File: config.mk
export PLATFORM = sky130hd
export DESIGN_NAME = mux_rr_sel_ctrl
export DESIGN_NICKNAME = d
export VERILOG_FILES = /design/src/rtl/mux_rr_sel_ctrl.sv
export SDC_FILE = /design/constraint.sdc
export NUM_CORES = 1
export LEC_CHECK = 0
export CORE_ASPECT_RATIO = 1.4
export CORE_MARGIN = 5
export CORE_UTILIZATION = 40
export CTS_BUF_LIST = sky130_fd_sc_hd__clkbuf_4
export DETAILED_ROUTE_END_ITERATION = 12
export GPL_TIMING_DRIVEN = 0
export PLACE_DENSITY = 0.69
export SYNTH_ARGS = -nofsm -noshare
export SYNTH_HDL_FRONTEND = slang
export SYNTH_SLANG_ARGS = --single-unit
File: constraint.sdc
create_clock -name clk -period 3.55 [get_ports clk]
set_clock_uncertainty 0.1 [all_clocks]
set_input_delay 0.71 -clock clk [delete_from_list [all_inputs] [get_ports clk]]
set_output_delay 0.71 -clock clk [all_outputs]
set_load 0.05 [all_outputs]
File: src/rtl/mux_rr_sel_ctrl.sv
// rtl/mux_rr_sel_ctrl.sv - round-robin select controller for an 8:1 mux with registered valid/ready capture stage
// Optional build macro MUX_FIXED_PRIO_EN selects fixed lowest-index priority instead of round-robin.
module mux_rr_sel_ctrl #(
  parameter int width  = 4,
  parameter int swidth = 3
) (
  input  logic              clk,
  input  logic              rst,
  input  logic [7:0]        req,
  input  logic [width-1:0]  mux_o,
  output logic [swidth-1:0] sel,
  output logic [7:0]        ack,
  output logic [width-1:0]  o_data,
  output logic [swidth-1:0] o_ch,
  output logic              o_valid,
  input  logic              o_ready
);

  typedef enum logic [1:0] {
    IDLE = 2'd0,
    CAPT = 2'd1,
    HOLD = 2'd2
  } state_t;

  state_t            state_q;
  logic [swidth-1:0] sel_q;
  logic [7:0]        ack_q;
  logic [width-1:0]  o_data_q;
  logic [swidth-1:0] o_ch_q;
  logic              o_valid_q;
  logic [swidth-1:0] ptr_q;

  logic [swidth-1:0] scan_base;
  logic [swidth-1:0] win_d;
  logic [swidth-1:0] ptr_d;

`ifdef MUX_FIXED_PRIO_EN
  assign scan_base = '0;
  assign ptr_d     = '0;
`else
  assign scan_base = ptr_q;
  assign ptr_d     = sel_q + swidth'(1);
`endif

  // First requesting channel found walking upward from scan_base, wrapping mod 8.
  function automatic logic [swidth-1:0] pick_winner(input logic [7:0] r,
                                                    input logic [swidth-1:0] base);
    logic [swidth-1:0] idx;
    logic              found;
    logic [swidth-1:0] win;
    win   = '0;
    found = 1'b0;
    for (int i = 0; i < 8; i++) begin
      idx = base + swidth'(i);
      if (!found && r[idx]) begin
        win   = idx;
        found = 1'b1;
      end
    end
    return win;
  endfunction

  always_comb begin
    win_d = pick_winner(req, scan_base);
  end

  always_ff @(posedge clk) begin
    if (rst) begin
      state_q   <= IDLE;
      sel_q     <= '0;
      ack_q     <= '0;
      o_data_q  <= '0;
      o_ch_q    <= '0;
      o_valid_q <= 1'b0;
      ptr_q     <= '0;
    end else begin
      case (state_q)
        IDLE: begin
          ack_q <= '0;
          if (|req) begin
            sel_q   <= win_d;
            state_q <= CAPT;
          end
        end
        CAPT: begin
          o_data_q  <= mux_o;
          o_ch_q    <= sel_q;
          o_valid_q <= 1'b1;
          ack_q     <= 8'(1) << sel_q;
          ptr_q     <= ptr_d;
          state_q   <= HOLD;
        end
        HOLD: begin
          ack_q <= '0;
          if (o_valid_q && o_ready) begin
            o_valid_q <= 1'b0;
            state_q   <= IDLE;
          end
        end
        default: begin
          ack_q     <= '0;
          o_valid_q <= 1'b0;
          state_q   <= IDLE;
        end
      endcase
    end
  end

  assign sel     = sel_q;
  assign ack     = ack_q;
  assign o_data  = o_data_q;
  assign o_ch    = o_ch_q;
  assign o_valid = o_valid_q;

endmodule

==> summary.md, run 1 <==
| Metric | Value |
|---|---|
| Antenna fix cells | 0 |
| Status | complete, no violations |
| Cell breakdown of the critical path | buf_2 > buf_2 > inv_1 > ha_1 > buf_6 > mux2_4 > mux4_2 > and3_1 > a211oi_2 > o21ai_1 > a21oi_2 > o32ai_2 |
| Final Power | between 1 and 1.5 mW |
| Worst reg2reg path startpoint | ptr_q[1]$_SDFFE_PP0P_ |
| Grt total ovfl | 0 |
| Yosys reg bits | 24 |
| Top post-synthesis cells by area | dfxtp_1, mux4_2, mux2i_1, a21oi_1, nand2_1 |
| RSZ-0062 raised after global routing | no |
| Synth cell count leaders | dfxtp_1, nand2_1, a21oi_1 |
| Critical Path End Type | register |
| Cell taking the most area after synthesis | dfxtp_1 |
| Post-CTS Hold Buffers | 0 |
| Seq/Total Area, Yosys | 0.254 |
| Synth top area share | 0.254 |
| Met3 Use GR | 0.00988 |
| Cell leakage power | 0.817 nW |
| Critical Path Fanout Max | 10 |
| Busiest layer in global routing | met2 |
| Final WL | 4.47 mm |
| Share of cells above drive strength 1 | 0.172 |
| Post-synth EDFFs | 0 |
| CP Buf/Inv Count | 4 |
| CTS root buf | clkbuf_4 |
| Starting Density | 0.414 |
| Via density | 5.39 |
| Crit path required time | 3650 ps |
| Hold WC Path Type | reg2reg |
| Power Density | 443 nW/um^2 |
| Clk sink count | 24 |
| Total CTS buffers | 3 |
| Fin. Hold Viols | 0 |
| Tot GR Track Use | 0.152 |
| H-Tree Depth | 1 |
| Clock transition at path regs | ~120 ps |
| CP Launch Point | ptr_q[1]$_SDFFE_PP0P_ |
| Met1 usage | 0.182 |
| Num rows | 29 |
| Gpl congestion | a little under 0.9 |
| WL per Instance | between 10 and 15 um |
| Die Y | between 90 and 100 um |
| Crit share post-route | 0.904 |
| First-pass GRT wire length | roughly 7.5 mm |
| DIE AREA | between 6000 and 7000 um^2 |
| Asr flop ratio synth | 0 |
| Fillers | between 400 and 500 |
| Synth warn | 0 |
| CTS resizes | 0 |
| DRT iter0 DRCs | 87 |
| Most Frequent Cell on Critical Path | buf_2 |
| Setup Fix Bufs, Post-CTS | 0 |
| Mean Syn Cell Area | approximately 9.4 um^2 |
| Fin nets | 260 |
| Fin Setup TNS | 0 ps |
| Max_cap viols | 0 |
| Core Area | 4570 um^2 |
| Fmax | approximately 0.31 GHz |
| Vias in the first global route | 1587 |
| Final Max Slew Viols | 0 |
| Die X-Extent | 68.1 um |
| Tmin final | between 3000 and 4000 ps |
| Worst hold path startpoint | o_data[1]$_SDFFE_PP0P_ |
| Worst-Margin Slew | 507 ps |
| CP top delay family | multiplexers |
| IO Port Bufs | 32 |
| Final HPWL DP | ~3.6 mm |
| Setup violations, final | 0 |
| Ports | 34 |
| Top_reg_cell synth | dfxtp_1 |
| CTS Buffer Depth | 2 |
| Grt met2 use | 0.279 |
| Data arrival, critical path | roughly 3300 ps |
| Clock Latency Late Sink | approximately 310 ps |
| Initial antenna violation count | 0 |
| Crit path launch type | register |
| Post-route ant nets | 0 |
| Drt drc | 0 |
| Layout area overhead | 22.4% |
| Most numerous cell in the Yosys netlist | dfxtp_1 |
| CTS tree | built |
| Slew Limit Headroom | 0.661 |
| Largest net degree at the start of global routing | 14 |
| Mapped Cells | roughly 200 |
| Library cells used by synthesis | 50 |
| CP peak stage delay | about 500 ps |
| Post-Syn Area | 1890 um^2 |
| Critical path class | reg2reg |
| Net Count, Synth | between 200 and 250 |
| Vias | around 1600 |
| Drt pass-1 iters | 4 |
| Worst path slowest cell | mux4_2 |
| Worst vdd ir | ~200 uV |
[metrics by stage]
step | std cells | hold slack, ps | setup WS [ps] | utilization | instance area, um^2
after floorplan | 202 | 396 | 667 | - | 1890
after global placement | 296 | 343 | 366 | 0.501 | 2290
after detailed placement | 296 | 346 | 353 | 0.501 | 2290
after CTS | 300 | 364 | 323 | 0.507 | 2320
after global routing | 300 | 394 | 116 | 0.507 | 2320
final | 300 | 360 | 341 | 0.507 | 2320
[registers in the layout (all words and copies together), names as in the netlist]
signal	count
o_data	4
sel	3
o_valid	1
ack	8
state_q	2
ptr_q	3
o_ch	3
[worst paths after layout]
| check | endpoint | slack (ps) | depth (start not counted) |
|---|---|---|---|
| max reg2reg | sel[1]$_SDFFE_PP0P_ | 340 | 12 |
| min | o_data[1]$_SDFFE_PP0P_ | 360 | 2 |
| max | sel[1]$_SDFFE_PP0P_ | 340 | 12 |
| min reg2reg | o_data[1]$_SDFFE_PP0P_ | 360 | 2 |
[where the power goes]
group / leakage, nW / total [mW] / internal [mW] / switching [mW]
registers: 0.196 / 0.318 / 0.294 / 0.0241
clock network: 0.0154 / 0.117 / 0.0411 / 0.0760
logic: 0.606 / 0.591 / 0.253 / 0.339
[cells in the final DEF, fill, tap and decap left out, types with 2 or more instances in the layout]
cell / synthesis / routed
clkdlybuf4s50_1: 0 / 32
dfxtp_1: 24 / 24
nand2_1: 22 / 22
a21oi_1: 18 / 18
mux2i_1: 16 / 16
nor2_1: 14 / 14
inv_1: 9 / 9
mux4_2: 9 / 9
and2_1: 9 / 9
ha_1: 6 / 6
clkbuf_1: 5 / 5
mux2_2: 5 / 5
o21ai_1: 5 / 5
o21ai_0: 4 / 4
buf_6: 3 / 3
o21a_1: 3 / 3
mux2_4: 3 / 3
nand3_1: 3 / 3
clkbuf_4: 0 / 3
buf_2: 2 / 2
nor2b_1: 2 / 2
nand2b_1: 2 / 2
nor4_1: 2 / 2
xor2_2: 2 / 2
nor3b_1: 2 / 2
a31oi_1: 2 / 2
a21oi_2: 2 / 2
a211oi_1: 2 / 2
nor3_1: 2 / 2
a32oi_1: 2 / 2
[per-layer routing]
metal	part of all wire	up-vias	wire length [um]
met5	0	-	0
met4	0.0094	0	42
met3	0.043	4	191
met2	0.52	52	2340
met1	0.42	755	1890
li1	-	807	-
[final cells by class]
cell class / instances / area (um^2) / area share
Inverter: 9 / 33.8 / 0.0146
Timing Repair Buffer: 32 / 320 / 0.138
Tap cell: 62 / 77.6 / 0.0335
Sequential cell: 24 / 480 / 0.207
Buffer: 12 / 90.1 / 0.0389
Multi-Input combinational cell: 157 / 1290 / 0.556
Clock buffer: 3 / 22.5 / 0.00972
Clock inverter: 1 / 3.75 / 0.00162
[worst min-delay path: stages, from the launching register on]
cell	delay [ps]
dfxtp_1	330
nand2_1	50
a21oi_1	50
[cell families after synthesis]
| logic type | synth area share |
|---|---|
| AOI/OAI and AO/OA | 0.185 |
| and+or+nand+nor | 0.165 |
| xor gates and xnor gates | 0.0264 |
| muxes | 0.264 |
| adders and majority gates | 0.0397 |
| buffers and inverters | 0.0654 |
| DFF | 0.254 |
(Power assumes the default switching activity.)
==> inputs of run 2 (changes only) <==
--- a/config.mk
+++ b/config.mk
@@ -11,7 +11,9 @@
 export CTS_BUF_LIST = sky130_fd_sc_hd__clkbuf_4
 export DETAILED_ROUTE_END_ITERATION = 12
 export GPL_TIMING_DRIVEN = 0
+export HOLD_SLACK_MARGIN = 0.15
 export PLACE_DENSITY = 0.69
+export REMOVE_ABC_BUFFERS = 1
 export SYNTH_ARGS = -nofsm -noshare
 export SYNTH_HDL_FRONTEND = slang
 export SYNTH_SLANG_ARGS = --single-unit
==> constraint.sdc (replaced) <==
create_clock -name clk -period 3.55 [get_ports clk]
set_clock_uncertainty 0.1 [all_clocks]
set_input_delay 0.71 -clock clk [delete_from_list [all_inputs] [get_ports clk]]
set_output_delay 0.71 -clock clk [all_outputs]
set_load 0.1 [all_outputs]
==> summary.md, run 2 (synthesis results as in run 1) <==
| Metric | Value |
|---|---|
| DRT iter0 DRCs | 76 |
| Initial antenna violation count | 0 |
| Critical Path End Type | register |
| First-pass GRT wire length | roughly 6.7 mm |
| Crit path launch type | register |
| Status | complete, no violations |
| Max reg flops | 8 |
| Layout area overhead | 18.2% |
| Worst-Margin Slew | between 900 and 1000 ps |
| Die X-Extent | a little under 70 um |
| Crit path required time | between 3000 and 4000 ps |
| Critical Path Fanout Max | 15 |
| Post-Place Cell Area | about 2200 um^2 |
| Hold WC Path Type | reg2reg |
| CTS resizes | 1 |
| Grt met2 use | 0.237 |
| Final WS setup | ~310 ps |
| Setup violations, final | 0 |
| Largest net degree at the start of global routing | 22 |
| Vias | 1573 |
| IO Port Bufs | 33 |
| Drt drc | 0 |
| Core Area | around 4600 um^2 |
| Hold slack final | 362 ps |
| Fmax | around 0.31 GHz |
| Post-CTS Hold Buffers | 0 |
| Met3 Use GR | 0.0136 |
| Post-route cell area | about 2200 um^2 |
| Power Density | around 470 nW/um^2 |
| Most common cell after layout, fill and taps aside | clkdlybuf4s50_1 |
| Setup Fix Bufs, Post-CTS | 0 |
| Fin nets | between 200 and 250 |
| Num rows | 29 |
| Worst slack, placed | -173 ps |
| Fin. Hold Viols | 0 |
| Commonest non-fill, non-tap cells in the layout | clkdlybuf4s50_1, nand2_1, dfxtp_1 |
| Cell leakage power | between 0.7 and 0.8 nW |
| Total CTS buffers | 3 |
| Max_cap viols | 0 |
| Final HPWL DP | between 3 and 4 mm |
| Busiest layer in global routing | met2 |
| DIE AREA | 6230 um^2 |
| Final WL | just over 4 mm |
| Critical path class | reg2reg |
| CTS root buf | clkbuf_4 |
| CTS Buffer Depth | 2 |
| Die Y | around 91 um |
| Finished Core Util | 0.490 |
| Starting Density | 0.414 |
| CTS tree | built |
| Ports | 34 |
| WL per Instance | 14.0 um |
| Met1 usage | 0.160 |
| Data arrival, critical path | ~3300 ps |
| Clock transition at path regs | 120 ps |
| Share of cells above drive strength 1 | 0.164 |
| Post-route ant nets | 0 |
| Antenna fix cells | 0 |
| Fillers | 462 |
| Vias in the first global route | 1399 |
| Crit share post-route | 0.912 |
| Slew Limit Headroom | 0.336 |
| RSZ-0062 raised after global routing | no |
| Drt pass-1 iters | 4 |
| Via density | roughly 5.5 |
| Final Max Slew Viols | 0 |
| H-Tree Depth | 1 |
| Tmin final | between 3000 and 4000 ps |
| Clk sink count | 24 |
| Grt total ovfl | 0 |
| Worst vdd ir | ~190 uV |
| Tot GR Track Use | 0.135 |
| Clock Latency Late Sink | 300 ps |
| Gpl congestion | roughly 0.85 |
[run 2: cell count changes in the layout (fill, tap and decap cells not counted)]
cell | before | now
clkbuf_1 | 5 | 0
ha_2 | 0 | 1
ha_1 | 6 | 5
clkinv_1 | 1 | 0
buf_2 | 2 | 0
buf_6 | 3 | 0
clkdlybuf4s50_1 | 32 | 33
buf_4 | 1 | 0
dfxtp_1 | 24 | 22
buf_12 | 1 | 0
dfxtp_2 | 0 | 2
[run 2: final timing paths]
| kind | cells after the start | to | start | slack, ps |
|---|---|---|---|---|
| max | 9 | sel[1]$_SDFFE_PP0P_ | ptr_q[0]$_SDFFE_PP0P_ | 310 |
| min reg2reg | 2 | o_data[0]$_SDFFE_PP0P_ | o_data[0]$_SDFFE_PP0P_ | 360 |
| max reg2reg | 9 | sel[1]$_SDFFE_PP0P_ | ptr_q[0]$_SDFFE_PP0P_ | 310 |
| min | 2 | o_data[0]$_SDFFE_PP0P_ | o_data[0]$_SDFFE_PP0P_ | 360 |
[run 2: stage by stage]
stage / power [mW] / TNS [ps] / std cells
after detailed placement: 0.949 / -173 / 285
after CTS: 1.06 / 0 / 288
after global placement: 0.943 / -150 / 285
final: 1.06 / 0 / 288
after global routing: 1.13 / 0 / 288
after floorplan: 0.814 / 0 / 190
[run 2: worst max-delay path, cell delays in order (launching register included)]
cell	delay, ps
dfxtp_2	610
inv_1	230
ha_2	540
mux2_2	400
mux4_2	500
and3_1	190
a211oi_2	180
o21ai_1	110
a21oi_2	150
o32ai_2	90
[run 2: power breakdown]
group          switching (mW)  total, mW  internal (mW)
Combinational           0.370      0.604          0.234
Clock                  0.0737      0.113         0.0395
Sequential             0.0462      0.341          0.295
Total                   0.489       1.06          0.568
[run 2: final cells by class]
class | count | area, um^2 | area share
Sequential cell | 24 | 483 | 0.216
Inverter | 9 | 33.8 | 0.0151
Timing Repair Buffer | 33 | 330 | 0.148
Tap cell | 62 | 77.6 | 0.0347
Clock buffer | 3 | 22.5 | 0.0101
Multi-Input combinational cell | 157 | 1290 | 0.577
[run 2: layer usage]
| metal | up-vias | part of all wire |
|---|---|---|
| met1 | 751 | 0.41 |
| met5 | - | 0 |
| met3 | 6 | 0.029 |
| li1 | 788 | - |
| met4 | 0 | 0.019 |
| met2 | 28 | 0.54 |
==> inputs of run 3 (changes only) <==
==> constraint.sdc (replaced) <==
create_clock -name clk -period 3.1 [get_ports clk]
set_clock_uncertainty 0.1 [all_clocks]
set_input_delay 0.62 -clock clk [delete_from_list [all_inputs] [get_ports clk]]
set_output_delay 0.62 -clock clk [all_outputs]
set_load 0.1 [all_outputs]
==> summary.md, run 3 (synthesis results as in run 1) <==
| Metric | Value |
|---|---|
| Largest net degree at the start of global routing | 22 |
| Total CTS buffers | 3 |
| Critical Path Fanout Max | 13 |
| Cell leakage power | 0.805 nW |
| Vias | 1590 |
| Crit path required time | 3180 ps |
| Placed cells | between 200 and 300 |
| Setup violations, final | 0 |
| Ports | 34 |
| RSZ-0062 raised after global routing | no |
| CTS root buf | clkbuf_4 |
| Num rows | 29 |
| Crit path launch type | register |
| Fillers | roughly 460 |
| Tot GR Track Use | 0.135 |
| Reg2reg setup slack | between 200 and 250 ps |
| Final Max Slew Viols | 0 |
| Critical Path End Type | register |
| First-pass GRT wire length | approximately 6.7 mm |
| Worst-Margin Slew | roughly 1000 ps |
| Core Area | ~4600 um^2 |
| Grt total ovfl | 0 |
| DIE AREA | just over 6000 um^2 |
| Power Density | between 500 and 600 nW/um^2 |
| CTS tree | built |
| Antenna fix cells | 0 |
| Layout area overhead | 21.4% |
| Slew Limit Headroom | 0.336 |
| Fin nets | around 260 |
| Data arrival, critical path | between 2000 and 3000 ps |
| Starting Density | 0.414 |
| Final WL | slightly above 4 mm |
| Share of cells above drive strength 1 | 0.185 |
| Worst slack, placed | -623 ps |
| Drt pass-1 iters | 4 |
| IO Port Bufs | 33 |
| Commonest non-fill, non-tap cells in the layout | clkdlybuf4s50_1, nand2_1, dfxtp_1 |
| Clk sink count | 24 |
| Max reg flops | 8 |
| Worst reg2reg path startpoint | ptr_q[0]$_SDFFE_PP0P_ |
| Vias in the first global route | 1399 |
| Worst Reg2Reg Path Length in Cells | 9 |
| Layout Cells excl Fill | between 200 and 300 |
| Drt drc | 0 |
| Hold depth | 2 |
| Hold WC Path Type | reg2reg |
| Clock Latency Late Sink | about 300 ps |
| Worst R2R End | sel[1]$_SDFFE_PP0P_ |
| Worst vdd ir | 219 uV |
| Final HPWL DP | between 3 and 4 mm |
| H-Tree Depth | 1 |
| CTS Buffer Depth | 2 |
| Final WS setup | approximately 230 ps |
| Clock transition at path regs | around 120 ps |
| Hold slack final | 362 ps |
| Initial antenna violation count | 0 |
| Fin. Hold Viols | 0 |
| Critical path class | reg2reg |
| Post-route ant nets | 0 |
| WL per Instance | 14.1 um |
| DRT iter0 DRCs | 85 |
| Via density | approximately 5.4 |
| Fmax | around 0.35 GHz |
| Fin Setup TNS | 0 ps |
| Worst hold path startpoint | o_data[0]$_SDFFE_PP0P_ |
| Gpl congestion | around 0.85 |
| Most common cell after layout, fill and taps aside | clkdlybuf4s50_1 |
| Max_cap viols | 0 |
| Die Y | 91.4 um |
| Crit share post-route | 0.926 |
| Status | complete, no violations |
| Die X-Extent | approximately 70 um |
| Hold path endpoint | o_data[0]$_SDFFE_PP0P_ |
| Tmin final | about 2900 ps |
run 3: cell types whose count changed in the layout (fill, tap and decap cells not counted), sizes merged:
cell	previous run	this run
buf	0	6
run 3: area by class of cell:
type	count	area [um^2]	area share
Sequential cell	24	488	0.212
Multi-Input combinational cell	157	1300	0.566
Inverter	9	33.8	0.0147
Clock buffer	3	22.5	0.00980
Timing Repair Buffer	39	375	0.163
Tap cell	62	77.6	0.0338
run 3: timing repair:
action,in CTS,in global routing
setup buffers,0,6
hold buffers,0,0
gates cloned,0,0
gates resized for setup,5,1
endpoints found under the setup margin,3,1
hold endpoints to repair,0,0
run 3: power by group:
group / switching [mW] / internal [mW] / leakage, nW
logic: 0.434 / 0.287 / 0.594
clock network: 0.0843 / 0.0453 / 0.0138
registers: 0.0494 / 0.338 / 0.197
run 3: routing by layer:
layer,GRT usage,vias up,part of all wire
met2,0.237,30,0.54
met1,0.160,756,0.41
met4,0.0580,0,0.018
li1,-,798,-
met3,0.0136,6,0.035
met5,0,-,0
run 3: worst max-delay path by stage:
stage	to	start	slack (ps)	depth (start not counted)
2_1_floorplan	sel[1]$_SDFFE_PP0P_	ptr_q[0]$_SDFFE_PP0P_	-110	9
3_5_place_dp	sel[1]$_SDFFE_PP0P_	ptr_q[0]$_SDFFE_PP0P_	-620	9
4_1_cts	sel[1]$_SDFFE_PP0P_	ptr_q[0]$_SDFFE_PP0P_	5	9
6_report	sel[1]$_SDFFE_PP0P_	ptr_q[0]$_SDFFE_PP0P_	230	9
3_3_place_gp	sel[1]$_SDFFE_PP0P_	ptr_q[0]$_SDFFE_PP0P_	-600	9
5_1_grt	sel[1]$_SDFFE_PP0P_	ptr_q[0]$_SDFFE_PP0P_	90	9
run 3: critical path, cell delays in order, from the launching register on:
cell and delay (ps):
dfxtp_4 470, inv_1 170, ha_4 400, mux2_2 380, mux4_2 500, and3_1 190
a211oi_2 180, o21ai_1 110, a21oi_2 150, o32ai_2 90
run 3: stage by stage:
| stage | total power [mW] | utilization | area (um^2) |
|---|---|---|---|
| after floorplan | 0.933 | - | 1800 |
| after global placement | 1.08 | 0.484 | 2210 |
| after detailed placement | 1.09 | 0.484 | 2210 |
| after CTS | 1.22 | 0.491 | 2240 |
| after global routing | 1.32 | 0.503 | 2300 |
| final | 1.24 | 0.503 | 2300 |
